`config.mk`:
```
export PLATFORM = sky130hd
export DESIGN_NAME = fb_arbiter_flat
export DESIGN_NICKNAME = d
export VERILOG_FILES = /design/src/rtl/fb_pkg.sv /design/src/rtl/fb_arbiter_if.sv /design/src/rtl/fb_clear_seq.sv /design/src/rtl/fb_arbiter.sv /design/src/flat_wrapper.sv
export SDC_FILE = /design/constraint.sdc
export NUM_CORES = 1
export LEC_CHECK = 0
export BUFFER_PORTS_ARGS = -buffer_cell sky130_fd_sc_hd__buf_2
export CAP_MARGIN = 20
export CORE_MARGIN = 2
export CORE_UTILIZATION = 30
export DETAILED_ROUTE_END_ITERATION = 8
export PLACE_DENSITY = 0.6
export SLEW_MARGIN = 10
export SYNTH_ARGS = -nofsm -noshare
export SYNTH_HDL_FRONTEND = slang
export SYNTH_SLANG_ARGS = --single-unit
```
`constraint.sdc`:
```
create_clock -name clk -period 1.8 [get_ports clk]
set_input_delay 0.18 -clock clk [delete_from_list [all_inputs] [get_ports clk]]
set_output_delay 0.18 -clock clk [all_outputs]
set_load 0.1 [all_outputs]
```
`src/rtl/fb_pkg.sv`:
```
// Shared constants and state type for the framebuffer arbiter slice.
package fb_pkg;

    localparam int unsigned ADDR_W   = 18;
    localparam int unsigned DATA_W   = 8;
    localparam int unsigned FB_DEPTH = 76800;

    typedef enum logic {
        IDLE,
        CLEAR
    } fb_state_e;

endpackage

```
`src/rtl/fb_arbiter_if.sv`:
```
// Requester-side and RAM-side signals of the framebuffer arbiter.
interface fb_arbiter_if
    import fb_pkg::*;
#(
    parameter int unsigned ADDR_W = fb_pkg::ADDR_W,
    parameter int unsigned DATA_W = fb_pkg::DATA_W
);

    logic              disp_req;
    logic [ADDR_W-1:0] disp_addr;
    logic              disp_valid;
    logic [DATA_W-1:0] disp_data;

    logic              wr_valid;
    logic [ADDR_W-1:0] wr_addr;
    logic [DATA_W-1:0] wr_data;
    logic              wr_ready;

    logic              clr_start;
    logic [DATA_W-1:0] clr_color;
    logic              clr_busy;
    logic              clr_done;

    logic              mem_en;
    logic              mem_we;
    logic [ADDR_W-1:0] mem_addr;
    logic [DATA_W-1:0] mem_wdata;
    logic [DATA_W-1:0] mem_rdata;

    modport slave (
        input  disp_req, disp_addr, wr_valid, wr_addr, wr_data,
               clr_start, clr_color, mem_rdata,
        output disp_valid, disp_data, wr_ready, clr_busy, clr_done,
               mem_en, mem_we, mem_addr, mem_wdata
    );

    modport master (
        output disp_req, disp_addr, wr_valid, wr_addr, wr_data,
               clr_start, clr_color, mem_rdata,
        input  disp_valid, disp_data, wr_ready, clr_busy, clr_done,
               mem_en, mem_we, mem_addr, mem_wdata
    );

endinterface

```
`src/rtl/fb_clear_seq.sv`:
```
// Full-frame clear sequencer: walks every valid address, yielding to display reads.
module fb_clear_seq
    import fb_pkg::*;
#(
    parameter int unsigned ADDR_W   = fb_pkg::ADDR_W,
    parameter int unsigned DATA_W   = fb_pkg::DATA_W,
    parameter int unsigned FB_DEPTH = fb_pkg::FB_DEPTH
) (
    input  logic              clk,
    input  logic              reset,
    input  logic              clr_start,
    input  logic [DATA_W-1:0] clr_color,
    input  logic              disp_req,
    output logic              clr_busy,
    output logic              clr_issue,
    output logic [ADDR_W-1:0] clr_addr,
    output logic [DATA_W-1:0] clr_wdata,
    output logic              clr_done
);

    // Compare against the last address so FB_DEPTH == 2**ADDR_W cannot truncate to zero.
    localparam logic [ADDR_W-1:0] LAST = ADDR_W'(FB_DEPTH - 1);

    fb_state_e         state, state_nxt;
    logic [ADDR_W-1:0] cnt;
    logic [DATA_W-1:0] color;
    logic              done_q;
    logic              start;
    logic              last;

    always_comb begin
        state_nxt = state;
        start     = 1'b0;
        clr_issue = 1'b0;
        last      = 1'b0;
        case (state)
            IDLE: begin
                if (clr_start) begin
                    start     = 1'b1;
                    state_nxt = CLEAR;
                end
            end
            CLEAR: begin
                if (!disp_req) begin
                    clr_issue = 1'b1;
                    if (cnt == LAST) begin
                        last      = 1'b1;
                        state_nxt = IDLE;
                    end
                end
            end
            default: state_nxt = IDLE;
        endcase
    end

    always_ff @(posedge clk or posedge reset) begin
        if (reset) state <= IDLE;
        else       state <= state_nxt;
    end

    always_ff @(posedge clk or posedge reset) begin
        if (reset) begin
            cnt    <= '0;
            color  <= '0;
            done_q <= 1'b0;
        end else begin
            done_q <= last;
            if (start) begin
                cnt   <= '0;
                color <= clr_color;
            end else if (clr_issue) begin
                cnt <= last ? '0 : cnt + 1'b1;
            end
        end
    end

    assign clr_busy  = (state == CLEAR);
    assign clr_addr  = cnt;
    assign clr_wdata = color;
    assign clr_done  = done_q;

endmodule

```
`src/rtl/fb_arbiter.sv`:
```
// Single-port framebuffer arbiter: display reads > clear writes > draw-engine writes.
module fb_arbiter
    import fb_pkg::*;
#(
    parameter int unsigned ADDR_W   = fb_pkg::ADDR_W,
    parameter int unsigned DATA_W   = fb_pkg::DATA_W,
    parameter int unsigned FB_DEPTH = fb_pkg::FB_DEPTH
) (
    input  logic clk,
    input  logic reset,
    fb_arbiter_if.slave bus
);

    localparam logic [ADDR_W-1:0] LAST = ADDR_W'(FB_DEPTH - 1);

    logic              clr_busy;
    logic              clr_issue;
    logic [ADDR_W-1:0] clr_addr;
    logic [DATA_W-1:0] clr_wdata;
    logic              clr_done;

    logic              disp_inr;
    logic              wr_inr;
    logic              wr_ready;
    logic              wr_fire;

    logic              mem_en_q;
    logic              mem_we_q;
    logic [ADDR_W-1:0] mem_addr_q;
    logic [DATA_W-1:0] mem_wdata_q;

    logic              p1_valid, p1_inr;
    logic              p2_valid, p2_inr;

    fb_clear_seq #(
        .ADDR_W   (ADDR_W),
        .DATA_W   (DATA_W),
        .FB_DEPTH (FB_DEPTH)
    ) u_clear_seq (
        .clk       (clk),
        .reset     (reset),
        .clr_start (bus.clr_start),
        .clr_color (bus.clr_color),
        .disp_req  (bus.disp_req),
        .clr_busy  (clr_busy),
        .clr_issue (clr_issue),
        .clr_addr  (clr_addr),
        .clr_wdata (clr_wdata),
        .clr_done  (clr_done)
    );

    assign disp_inr = (bus.disp_addr <= LAST);
    assign wr_inr   = (bus.wr_addr <= LAST);
    // Gated by reset so every output reads zero while reset is held.
    assign wr_ready = !reset && !bus.disp_req && !clr_busy;
    assign wr_fire  = bus.wr_valid && wr_ready;

    always_ff @(posedge clk or posedge reset) begin
        if (reset) begin
            mem_en_q    <= 1'b0;
            mem_we_q    <= 1'b0;
            mem_addr_q  <= '0;
            mem_wdata_q <= '0;
        end else if (bus.disp_req) begin
            mem_en_q   <= disp_inr;
            mem_we_q   <= 1'b0;
            mem_addr_q <= bus.disp_addr;
        end else if (clr_issue) begin
            mem_en_q    <= 1'b1;
            mem_we_q    <= 1'b1;
            mem_addr_q  <= clr_addr;
            mem_wdata_q <= clr_wdata;
        end else if (wr_fire) begin
            mem_en_q    <= wr_inr;
            mem_we_q    <= wr_inr;
            mem_addr_q  <= bus.wr_addr;
            mem_wdata_q <= bus.wr_data;
        end else begin
            mem_en_q <= 1'b0;
            mem_we_q <= 1'b0;
        end
    end

    always_ff @(posedge clk or posedge reset) begin
        if (reset) begin
            p1_valid <= 1'b0;
            p1_inr   <= 1'b0;
            p2_valid <= 1'b0;
            p2_inr   <= 1'b0;
        end else begin
            p1_valid <= bus.disp_req;
            p1_inr   <= bus.disp_req && disp_inr;
            p2_valid <= p1_valid;
            p2_inr   <= p1_inr;
        end
    end

    // RAM data arrives in the same cycle the response is flagged, so it is muxed, not registered.
    assign bus.disp_valid = p2_valid;
    assign bus.disp_data  = p2_inr ? bus.mem_rdata : '0;
    assign bus.wr_ready   = wr_ready;
    assign bus.clr_busy   = clr_busy;
    assign bus.clr_done   = clr_done;
    assign bus.mem_en     = mem_en_q;
    assign bus.mem_we     = mem_we_q;
    assign bus.mem_addr   = mem_addr_q;
    assign bus.mem_wdata  = mem_wdata_q;

endmodule
```
`src/flat_wrapper.sv`:
```
// flat-port wrapper written by rule: the top's interface ports become plain ports
module fb_arbiter_flat import fb_pkg::*;
#(
    parameter int unsigned ADDR_W   = fb_pkg::ADDR_W,
    parameter int unsigned DATA_W   = fb_pkg::DATA_W,
    parameter int unsigned FB_DEPTH = fb_pkg::FB_DEPTH
)
  (clk, reset, bus_disp_req, bus_disp_addr, bus_wr_valid, bus_wr_addr, bus_wr_data, bus_clr_start, bus_clr_color, bus_mem_rdata, bus_disp_valid, bus_disp_data, bus_wr_ready, bus_clr_busy, bus_clr_done, bus_mem_en, bus_mem_we, bus_mem_addr, bus_mem_wdata);
  fb_arbiter_if #(.ADDR_W(ADDR_W), .DATA_W(DATA_W)) bus_i ();
  input  logic clk;
  input  logic reset;
  input wire logic [$bits(bus_i.disp_req)-1:0] bus_disp_req;
  input wire logic [$bits(bus_i.disp_addr)-1:0] bus_disp_addr;
  input wire logic [$bits(bus_i.wr_valid)-1:0] bus_wr_valid;
  input wire logic [$bits(bus_i.wr_addr)-1:0] bus_wr_addr;
  input wire logic [$bits(bus_i.wr_data)-1:0] bus_wr_data;
  input wire logic [$bits(bus_i.clr_start)-1:0] bus_clr_start;
  input wire logic [$bits(bus_i.clr_color)-1:0] bus_clr_color;
  input wire logic [$bits(bus_i.mem_rdata)-1:0] bus_mem_rdata;
  output wire logic [$bits(bus_i.disp_valid)-1:0] bus_disp_valid;
  output wire logic [$bits(bus_i.disp_data)-1:0] bus_disp_data;
  output wire logic [$bits(bus_i.wr_ready)-1:0] bus_wr_ready;
  output wire logic [$bits(bus_i.clr_busy)-1:0] bus_clr_busy;
  output wire logic [$bits(bus_i.clr_done)-1:0] bus_clr_done;
  output wire logic [$bits(bus_i.mem_en)-1:0] bus_mem_en;
  output wire logic [$bits(bus_i.mem_we)-1:0] bus_mem_we;
  output wire logic [$bits(bus_i.mem_addr)-1:0] bus_mem_addr;
  output wire logic [$bits(bus_i.mem_wdata)-1:0] bus_mem_wdata;
  assign bus_i.disp_req = bus_disp_req;
  assign bus_i.disp_addr = bus_disp_addr;
  assign bus_i.wr_valid = bus_wr_valid;
  assign bus_i.wr_addr = bus_wr_addr;
  assign bus_i.wr_data = bus_wr_data;
  assign bus_i.clr_start = bus_clr_start;
  assign bus_i.clr_color = bus_clr_color;
  assign bus_i.mem_rdata = bus_mem_rdata;
  assign bus_disp_valid = bus_i.disp_valid;
  assign bus_disp_data = bus_i.disp_data;
  assign bus_wr_ready = bus_i.wr_ready;
  assign bus_clr_busy = bus_i.clr_busy;
  assign bus_clr_done = bus_i.clr_done;
  assign bus_mem_en = bus_i.mem_en;
  assign bus_mem_we = bus_i.mem_we;
  assign bus_mem_addr = bus_i.mem_addr;
  assign bus_mem_wdata = bus_i.mem_wdata;
  fb_arbiter #(.ADDR_W(ADDR_W), .DATA_W(DATA_W), .FB_DEPTH(FB_DEPTH)) u_core (.clk(clk), .reset(reset), .bus(bus_i));
endmodule
```
==> Word level (Yosys, flattened, before mapping) <==
Index checks and enable logic that the tools add are counted.
{ "totals": {"ff_bits": 60, "latchBits": 0, "ram_bits": 0, "mem_bits_ro": 0, "inputBits": 65, "out_inout_bits": 40, "elab_cells": 52, "mem_count": 0} }
{ "op_classes": {"add_sub_neg": 1, "mul": 0, "n_div": 0, "n_lt_le_gt_ge": 2, "n_eq_ne": 1, "shift": 0, "mux": 23, "bitwise_logic": 2, "reduce_logical": 11} }
{ "ops": {"columns": ["op", "count"], "rows": [
  ["two-way mux 18 bit", 6],
  ["less-or-equal comparator 18 x 17 -> 1 bit (second input constant)", 2],
  ["two-way mux 8 bit", 3],
  ["adder 18 x 1 -> 18 bit (second input constant)", 1],
  ["equality test 18 x 17 -> 1 bit (second input constant)", 1],
  ["two-way mux 1 bit", 13],
  ["logical AND 1 bit", 4],
  ["nonzero test 2 bit", 2],
  ["zero test 1 bit", 3],
  ["nonzero test 3 bit", 1],
  ["inverter 1 bit", 2],
  ["one-hot mux 1 bit (2 select lines)", 1],
  ["AND reduction 2 bit", 1]
]} }

==> Longest topological paths before layout <==
Gate-level depths: netlist (run 1).
{ "logic_depth": {"ltp_word": 7, "depth_mapped": 7, "depth_no_buf": 5} }

==> Modules after synthesis <==
A second synthesis (run 1) with hierarchy kept.
{ "hier_totals": {"hier_cells": 325, "hier_area_um2": 3206.8} }
{ "by_module_without_submodules": {"columns": ["module", "instances", "cells_per_inst", "area_each_um2", "seq_area_each_um2"], "rows": [
  ["fb_arbiter", 1, 178, 1804.2, 800.8],
  ["fb_clear_seq", 1, 147, 1402.6, 700.7]
]} }

==> Worst setup path before layout (run 1) <==
OpenSTA, ideal clock, no wires.
{ "synth_timing": {"path_type": "flip-flop to output port", "startpoint": "reg u_core.u_clear_seq.state, in the netlist u_core.u_clear_seq.clr_busy", "endpoint": "out bus_wr_ready", "arrival_ps": 3559, "required_ps": 1620, "setup_slack_ps": -1939, "path_stages_with_launch": 5, "path_buffers": 3, "cell_sequence": "dfrtp_1 > buf_4 > buf_2 > clkbuf_1 > nor3_1"} }
{ "synth_between": {"elab_chain_len": 2} }
{ "synth_rtl": {"columns": ["item", "line_no", "text"], "rows": [
  ["start: declaration", "fb_clear_seq.sv:24", "fb_state_e state, state_nxt;"],
  ["start signal: assignment", "fb_clear_seq.sv:58", "else state <= state_nxt;"],
  ["zero test 1 bit", "fb_arbiter.sv:55", "assign wr_ready = !reset && !bus.disp_req && !clr_busy;"],
  ["logical AND 1 bit", "fb_arbiter.sv:55", null],
  ["end: declaration", "flat_wrapper.sv:22", "output wire logic [$bits(bus_i.wr_ready)-1:0] bus_wr_ready;"]
]} }
No other way between the ends.

==> Worst setup path after layout (run 1) <==
{ "layout_timing": {"startpoint": "reg u_core.u_clear_seq.state, in the netlist u_core.u_clear_seq.clr_busy", "endpoint": "reg u_core.mem_en_q, in the netlist u_core.bus.mem_en"} }
{ "layout_between": {"elab_chain_len": 6, "word_cells_on_any_way": 7, "classes_between": "mux (4); reduce/logical (3)"} }
{ "layout_rtl": {"columns": ["item", "line_no", "text"], "rows": [
  ["zero test 1 bit", "fb_arbiter.sv:55", null],
  ["logical AND 1 bit", "fb_arbiter.sv:55", null],
  ["logical AND 1 bit", "fb_arbiter.sv:56", "assign wr_fire = bus.wr_valid && wr_ready;"],
  ["two-way mux 1 bit", "fb_arbiter.sv:73", "end else if (wr_fire) begin"],
  ["two-way mux 1 bit *", "fb_arbiter.sv:68", "end else if (clr_issue) begin"],
  ["two-way mux 1 bit *", "fb_arbiter.sv:64", "end else if (bus.disp_req) begin"],
  ["end signal: assignment", "fb_arbiter.sv:65", "mem_en_q <= disp_inr;"],
  ["end signal: assignment", "fb_arbiter.sv:74", "mem_en_q <= wr_inr;"],
  ["end: declaration", "fb_arbiter.sv:27", "logic mem_en_q;"]
]} }
Every way passes the cells marked *; elsewhere a longest branch is shown, timed or not.
A chain may end at the register's enable or synchronous reset.

==> results of run 1 <==
==> state kept, by name, summed over array words and instances, names as in the netlist, 8 cells and up <==
signal / flops
u_core.bus.mem_wdata: 8
u_core.bus.mem_addr: 18
u_core.u_clear_seq.clr_addr: 18
u_core.u_clear_seq.clr_wdata: 8
==> logic make-up (layout without fill, tap and decap cells) <==
kind of cell	after synthesis	after routing
buffers and inverters	26	155
AOI/OAI and AO/OA	91	91
DFF	60	60
adders and majority gates	1	1
xor gates and xnor gates	2	2
and+or+nand+nor	101	102
muxes	26	26
==> synth_stat cells (2+ instances only) <==
library cell | count | area share, %
inv_1 | 3 | 0.36
dfrtp_1 | 60 | 48
mux2i_1 | 18 | 5.8
buf_6 | 2 | 0.73
nand4_1 | 6 | 1.2
buf_4 | 6 | 1.5
a211o_1 | 3 | 0.85
o21ai_0 | 37 | 6.0
nand4_4 | 2 | 1.4
o311ai_0 | 3 | 0.85
nand2_1 | 41 | 5.0
nor2_1 | 12 | 1.5
o211ai_1 | 2 | 0.48
nor2b_1 | 3 | 0.60
and3_1 | 3 | 0.60
and2_1 | 9 | 1.8
or3_1 | 2 | 0.40
a22oi_1 | 12 | 2.9
a21o_1 | 2 | 0.48
xor2_1 | 2 | 0.56
clkbuf_1 | 6 | 0.73
o211ai_2 | 2 | 0.81
mux2_2 | 8 | 2.9
buf_2 | 7 | 1.1
a21oi_1 | 13 | 2.1
o31ai_1 | 2 | 0.48
nand3_1 | 6 | 0.97
o2111ai_1 | 4 | 1.1
or4_1 | 4 | 0.97
==> final cells by class <==
type                    count  area (sq um)  area share, %
clock buffers              12           145           3.45
clock inverters             4          72.6           1.73
inverters                   3          11.3          0.268
multi-input cells         222          1510           35.8
flip-flops and latches     60          1510           35.8
well taps                 136           170           4.05
repair buffers            136           797           18.9
==> metal layers <==
metal	GRT usage, %	part of all wire [%]	vias to the layer above
met5	0	0	-
met4	5.17	1.8	0
met3	5.26	7.9	19
met2	26.3	48	116
met1	19.8	43	1411
li1	-	-	1384
==> placed cells by master (no fill, tap or decap), types with 3 or more instances in the layout <==
cell and instances:
dfrtp_1 59, nand3_1 6, mux2i_1 18, and2_1 9, nor2_1 12, nand2_1 41
clkbuf_8 10, and3_1 3, a22oi_1 12, a211o_1 3, nand4_1 6, o2111ai_1 4
buf_2 102, nor3_4 3, buf_4 30, a21oi_1 13, o311ai_0 3, mux2_2 8
or4_1 4, o21ai_0 36
==> power by group through the flow <==
stage	registers, W	logic [W]	clock network [W]
3_5_place_dp	0.00162	0.00107	0
5_1_grt	0.00162	0.00114	0.00143
3_3_place_gp	0.00162	0.00105	0
4_1_cts	0.00160	0.00107	0.00139
2_1_floorplan	0.00208	0.000326	0
6_report	0.00160	0.00107	0.00136
==> critical path: cells and delay by family (launching register included) <==
| kind | cells | cell delay [ns] |
|---|---|---|
| buffers and inverters | 3 | 0.32 |
| DFF | 1 | 0.57 |
| AOI/OAI and AO/OA | 1 | 0.27 |
| and+or+nand+nor | 2 | 0.52 |
==> metrics by stage <==
stage	TNS (ns)	utilization (%)
2_1_floorplan	-0.314	-
3_3_place_gp	0	38.5
3_5_place_dp	0	38.5
4_1_cts	0	40.8
5_1_grt	-0.0315	41.3
6_report	0	41.3
==> worst max-delay path by stage <==
| stage | start | endpoint | slack, ns |
|---|---|---|---|
| floorplan | u_core.u_clear_seq.clr_busy | bus_wr_ready | -0.24 |
| global placement | u_core.u_clear_seq.clr_busy | u_core.bus.mem_addr[16] | 0.13 |
| detailed placement | u_core.u_clear_seq.clr_busy | u_core.bus.mem_addr[1] | 0.02 |
| CTS | u_core.u_clear_seq.clr_busy | u_core.bus.mem_addr[1] | 0.006 |
| global route | u_core.u_clear_seq.clr_busy | u_core.bus.mem_wdata[2] | -0.03 |
| finish | u_core.u_clear_seq.clr_busy | u_core.bus.mem_en | 0.07 |
==> repair_timing <==
item	in CTS	in global routing
setup buffers	0	3
endpoints found under the hold margin	11	0
resized for setup	1	5
hold buffers	1	0
endpoints found under the setup margin	1	24
pin swaps	0	2
gates cloned	0	1
==> impl_metrics.env, run 1 <==
export IMPL_clock_sinks=60
export IMPL_synth_edf_count=0
export IMPL_p_leak_nw=2.00
export IMPL_fillers=1013
export IMPL_synth_area_mux_share_pct=8.71
export IMPL_tightestPinTransition_ns=0.630
export IMPL_dp_cells=552
export IMPL_ys_seq_area_share_pct=48.4
export IMPL_setup_viol=0
export IMPL_synthFlopType="dfrtp_1"
export IMPL_grt_max_degree=36
export IMPL_layout_drive_gt1_share_pct=40.3
export IMPL_synth_fa_ha_area_share_pct=0.403
export IMPL_cp_start_kind="register"
export IMPL_fin_crit_ns=1.73
export IMPL_p_per_area_mw_per_mm2=957
export IMPL_status="finished, final reports clean"
export IMPL_reg2reg_from="u_core.u_clear_seq.clr_busy"
export IMPL_cts_made_buffers=9
export IMPL_stdcell_area_sq_mm=0.00421
export IMPL_worst_ep_arrival_time_ns=2.03
export IMPL_crit_required_ns=2.09
export IMPL_netlist_area_sq_mm=0.00310
export IMPL_synth_nets=373
export IMPL_holdPathEnd="u_core.u_clear_seq.clr_wdata[2]"
export IMPL_power_switching_w=0.00146
export IMPL_die_y_um=106
export IMPL_critPathMostFrequentCell="buf_4"
export IMPL_floorplan_die_area_sq_mm=0.0112
export IMPL_cts_max_path_buffers=2
export IMPL_cts_tree="built"
export IMPL_dp_hpwl_um=6510
export IMPL_cts_root_buf="clkbuf_8"
export IMPL_post_place_ws_ns=0.0173
export IMPL_avgRoutedWirePerCell_um=15.5
export IMPL_final_hold_violation_count=0
export IMPL_reg2reg_depth=6
export IMPL_via_count=2930
export IMPL_drv_slew=0
export IMPL_maxCapViolations=0
export IMPL_grt_pass1_wl_um=14000
export IMPL_rr_endpoint="u_core.bus.mem_en"
export IMPL_clock_latency_ns=0.35
export IMPL_async_flop_share_pct=100
export IMPL_grt_ovfl_total=0
export IMPL_crit_slowest_cell="dfrtp_4"
export IMPL_worst_clock_skew_ns=0.00928
export IMPL_vdd_drop_max_v=0.000674
export IMPL_drtIter0Drc=177
export IMPL_setup_ws_ns=0.0662
export IMPL_ff2ff_setup_slack_ns=0.07
export IMPL_routed_via_density=5.11
export IMPL_hold_path_class="in -> reg"
export IMPL_placed_area_sq_mm=0.00392
export IMPL_hold_start="bus_clr_color[2]"
export IMPL_synth_seq_cells=60
export IMPL_period_share_pct=96.3
export IMPL_place_gp_congestion=0.801
export IMPL_final_cells=573
export IMPL_diodes=0
export IMPL_switching_share_pct=36.3
export IMPL_crit_fanout=12
export IMPL_synth_compound_area_share_pct=19.0
export IMPL_grt_usage_pct=16.0
export IMPL_syn_avg_cell_area_sq_um=10.1
export IMPL_path_cells="nor4b_4, buf_4, buf_4, inv_1, a211o_1, or3b_1"
export IMPL_cts_clk_slew_worst_paths_ns=0.07
export IMPL_fp_coreArea_sq_mm=0.0102
export IMPL_finalHoldWorstSlack_ns=0.0585
export IMPL_yosys_warnings=0
export IMPL_ioPinCount=105
export IMPL_synth_simple_area_share_pct=18.3
export IMPL_p_seq_share_pct=39.7
export IMPL_syn2layout_area_growth_pct=35.5
export IMPL_synth_top_family_by_area="compound AO/OA/AOI/OAI gates"
export IMPL_htree_levels=3
export IMPL_grt_antenna_before_repair=0
export IMPL_worstSetupPathType="reg -> reg"
export IMPL_drc=0
export IMPL_synth_xor_area_share_pct=0.564
export IMPL_clockPowerShare_pct=33.8
export IMPL_synth_cell_types=56
export IMPL_grt_pass1_vias=2822
export IMPL_nets=498
export IMPL_relSlewSlack_pct=57.9
export IMPL_finalPower_w=0.00403
export IMPL_end_kind="register"
export IMPL_ant_nets=0
export IMPL_wl_um=8900
export IMPL_slowest_delay_ns=0.57
export IMPL_pwr_share_comb_pct=26.5
export IMPL_rows=37
export IMPL_p_int_w=0.00256
export IMPL_fp_dieW_um=106
export IMPL_start_util_pct=30.5
export IMPL_max_freq_ghz=0.577
export IMPL_synth_cells=307
export IMPL_min_path_cells=2
export IMPL_first_pass_iters=4
export IMPL_port_buffers=104
Power figures use the tool's default switching activity.
==> inputs of run 2 (changes only) <==
- REMOVE_ABC_BUFFERS: default -> 1
==> impl_metrics.env, run 2 (synthesis results as in run 1) <==
export IMPL_status="finished, final reports clean"
export IMPL_grt_usage_pct=15.7
export IMPL_routed_via_density=4.98
export IMPL_place_gp_congestion=0.830
export IMPL_p_per_area_mw_per_mm2=976
export IMPL_cts_made_buffers=9
export IMPL_final_common_cell="buf_2"
export IMPL_die_y_um=106
export IMPL_multi_input_area_sq_mm=0.00148
export IMPL_grt_max_degree=46
export IMPL_wl_um=8420
export IMPL_dp_hpwl_um=6170
export IMPL_layout_drive_gt1_share_pct=39.5
export IMPL_diodes=0
export IMPL_placed_area_sq_mm=0.00391
export IMPL_p_seq_share_pct=38.8
export IMPL_vdd_drop_max_v=0.000490
export IMPL_first_pass_iters=4
export IMPL_cp_start_kind="register"
export IMPL_finalPower_w=0.00409
export IMPL_switching_share_pct=35.1
export IMPL_worstSetupPathType="reg -> reg"
export IMPL_port_buffers=104
export IMPL_syn2layout_area_growth_pct=34.8
export IMPL_stdcell_area_sq_mm=0.00419
export IMPL_final_hold_violation_count=0
export IMPL_cts_root_buf="clkbuf_8"
export IMPL_maxCapViolations=0
export IMPL_final_cells=571
export IMPL_worst_ep_arrival_time_ns=1.89
export IMPL_cts_tree="built"
export IMPL_fp_dieW_um=106
export IMPL_ioPinCount=105
export IMPL_finalHoldWorstSlack_ns=0.0663
export IMPL_drtIter0Drc=242
export IMPL_hold_path_class="in -> reg"
export IMPL_grt_antenna_before_repair=0
export IMPL_drc=0
export IMPL_worst_clock_skew_ns=0.0124
export IMPL_rows=37
export IMPL_via_count=2843
export IMPL_layout_common_cells="buf_2, dfrtp_1, nand2_1, o21ai_0, buf_4"
export IMPL_cts_clk_slew_worst_paths_ns=0.07
export IMPL_period_share_pct=93.4
export IMPL_fin_crit_ns=1.68
export IMPL_cts_max_path_buffers=2
export IMPL_grt_use_met3_pct=4.27
export IMPL_clock_sinks=60
export IMPL_final_util_pct=41.1
export IMPL_avgRoutedWirePerCell_um=14.7
export IMPL_fillers=1040
export IMPL_top_usage_layer="met2"
export IMPL_tightestPinTransition_ns=0.496
export IMPL_grt_pass1_vias=2778
export IMPL_end_kind="register"
export IMPL_start_util_pct=30.5
export IMPL_grt_ovfl_total=0
export IMPL_max_freq_ghz=0.595
export IMPL_clockPowerShare_pct=34.7
export IMPL_seq_area_sq_mm=0.00150
export IMPL_grt_pass1_wl_um=13800
export IMPL_p_leak_nw=2.00
export IMPL_power_switching_w=0.00143
export IMPL_nets=496
export IMPL_rsz0062_at_grt="no"
export IMPL_clock_latency_ns=0.34
export IMPL_pwr_share_comb_pct=26.5
export IMPL_crit_required_ns=2.01
export IMPL_grt_util_met1_pct=19.2
export IMPL_floorplan_die_area_sq_mm=0.0112
export IMPL_use_met2_pct=26.8
export IMPL_p_int_w=0.00265
export IMPL_dp_cells=552
export IMPL_relSlewSlack_pct=67.2
export IMPL_ant_nets=0
export IMPL_fp_coreArea_sq_mm=0.0102
export IMPL_htree_levels=3
export IMPL_drv_slew=0
export IMPL_crit_fanout=5
export IMPL_setup_viol=0
==> run 2: layer usage <==
layer,share of wire (%),vias to the layer above
li1,-,1377
met3,6.2,10
met5,0,-
met2,48,95
met1,44,1361
met4,1.4,0
==> run 2: power groups by stage <==
stage | clock network [W] | registers (W) | logic, W
2_1_floorplan | 0 | 0.00210 | 0.000266
3_3_place_gp | 0 | 0.00160 | 0.00107
3_5_place_dp | 0 | 0.00161 | 0.00109
4_1_cts | 0.00146 | 0.00159 | 0.00109
5_1_grt | 0.00153 | 0.00160 | 0.00115
6_report | 0.00142 | 0.00158 | 0.00108
==> run 2: final timing paths <==
check | from | end | slack (ns) | cells past startpoint
max in group asynchronous | reset | u_core.bus.mem_addr[5] | 0.83 | 4
max | u_core.u_clear_seq.clr_addr[0] | u_core.u_clear_seq.clr_addr[16] | 0.12 | 5
min in group asynchronous | reset | u_core.u_clear_seq.clr_wdata[3] | 0.39 | 3
min | bus_clr_color[6] | u_core.u_clear_seq.clr_wdata[6] | 0.07 | 2
min reg2reg | u_core.p1_valid | u_core.bus.disp_valid | 0.35 | 0
max reg2reg | u_core.u_clear_seq.clr_addr[0] | u_core.u_clear_seq.clr_addr[16] | 0.12 | 5
==> run 2: stage by stage <==
step                TNS [ns]  worst slack [ns]
floorplan             -69.85             -1.75
global placement           0             0.184
detailed placement         0             0.128
CTS                        0            0.0679
global route               0           0.00263
finish                     0             0.119
==> run 2: what timing repair did <==
action,4_1_cts,5_1_grt
endpoints found under the hold margin,15,0
hold buffers,1,0
setup buffers,0,2
endpoints found under the setup margin,0,9
resized for setup,0,4
==> run 2: critical path, cell delays in order, from the launching register on <==
cell	delay (ns)
dfrtp_1	0.36
ha_2	0.21
nand4_1	0.12
or4_1	0.56
o2111ai_1	0.16
o311ai_1	0.14
==> run 2: final cells by class <==
class                      instances  share of cell area, %
inverter                           3                  0.269
clock inverter                     3                   1.61
multi-input combinational        221                   35.3
tap                              136                   4.07
timing repair buffer             135                   18.9
sequential                        60                   35.9
clock buffer                      13                   4.04
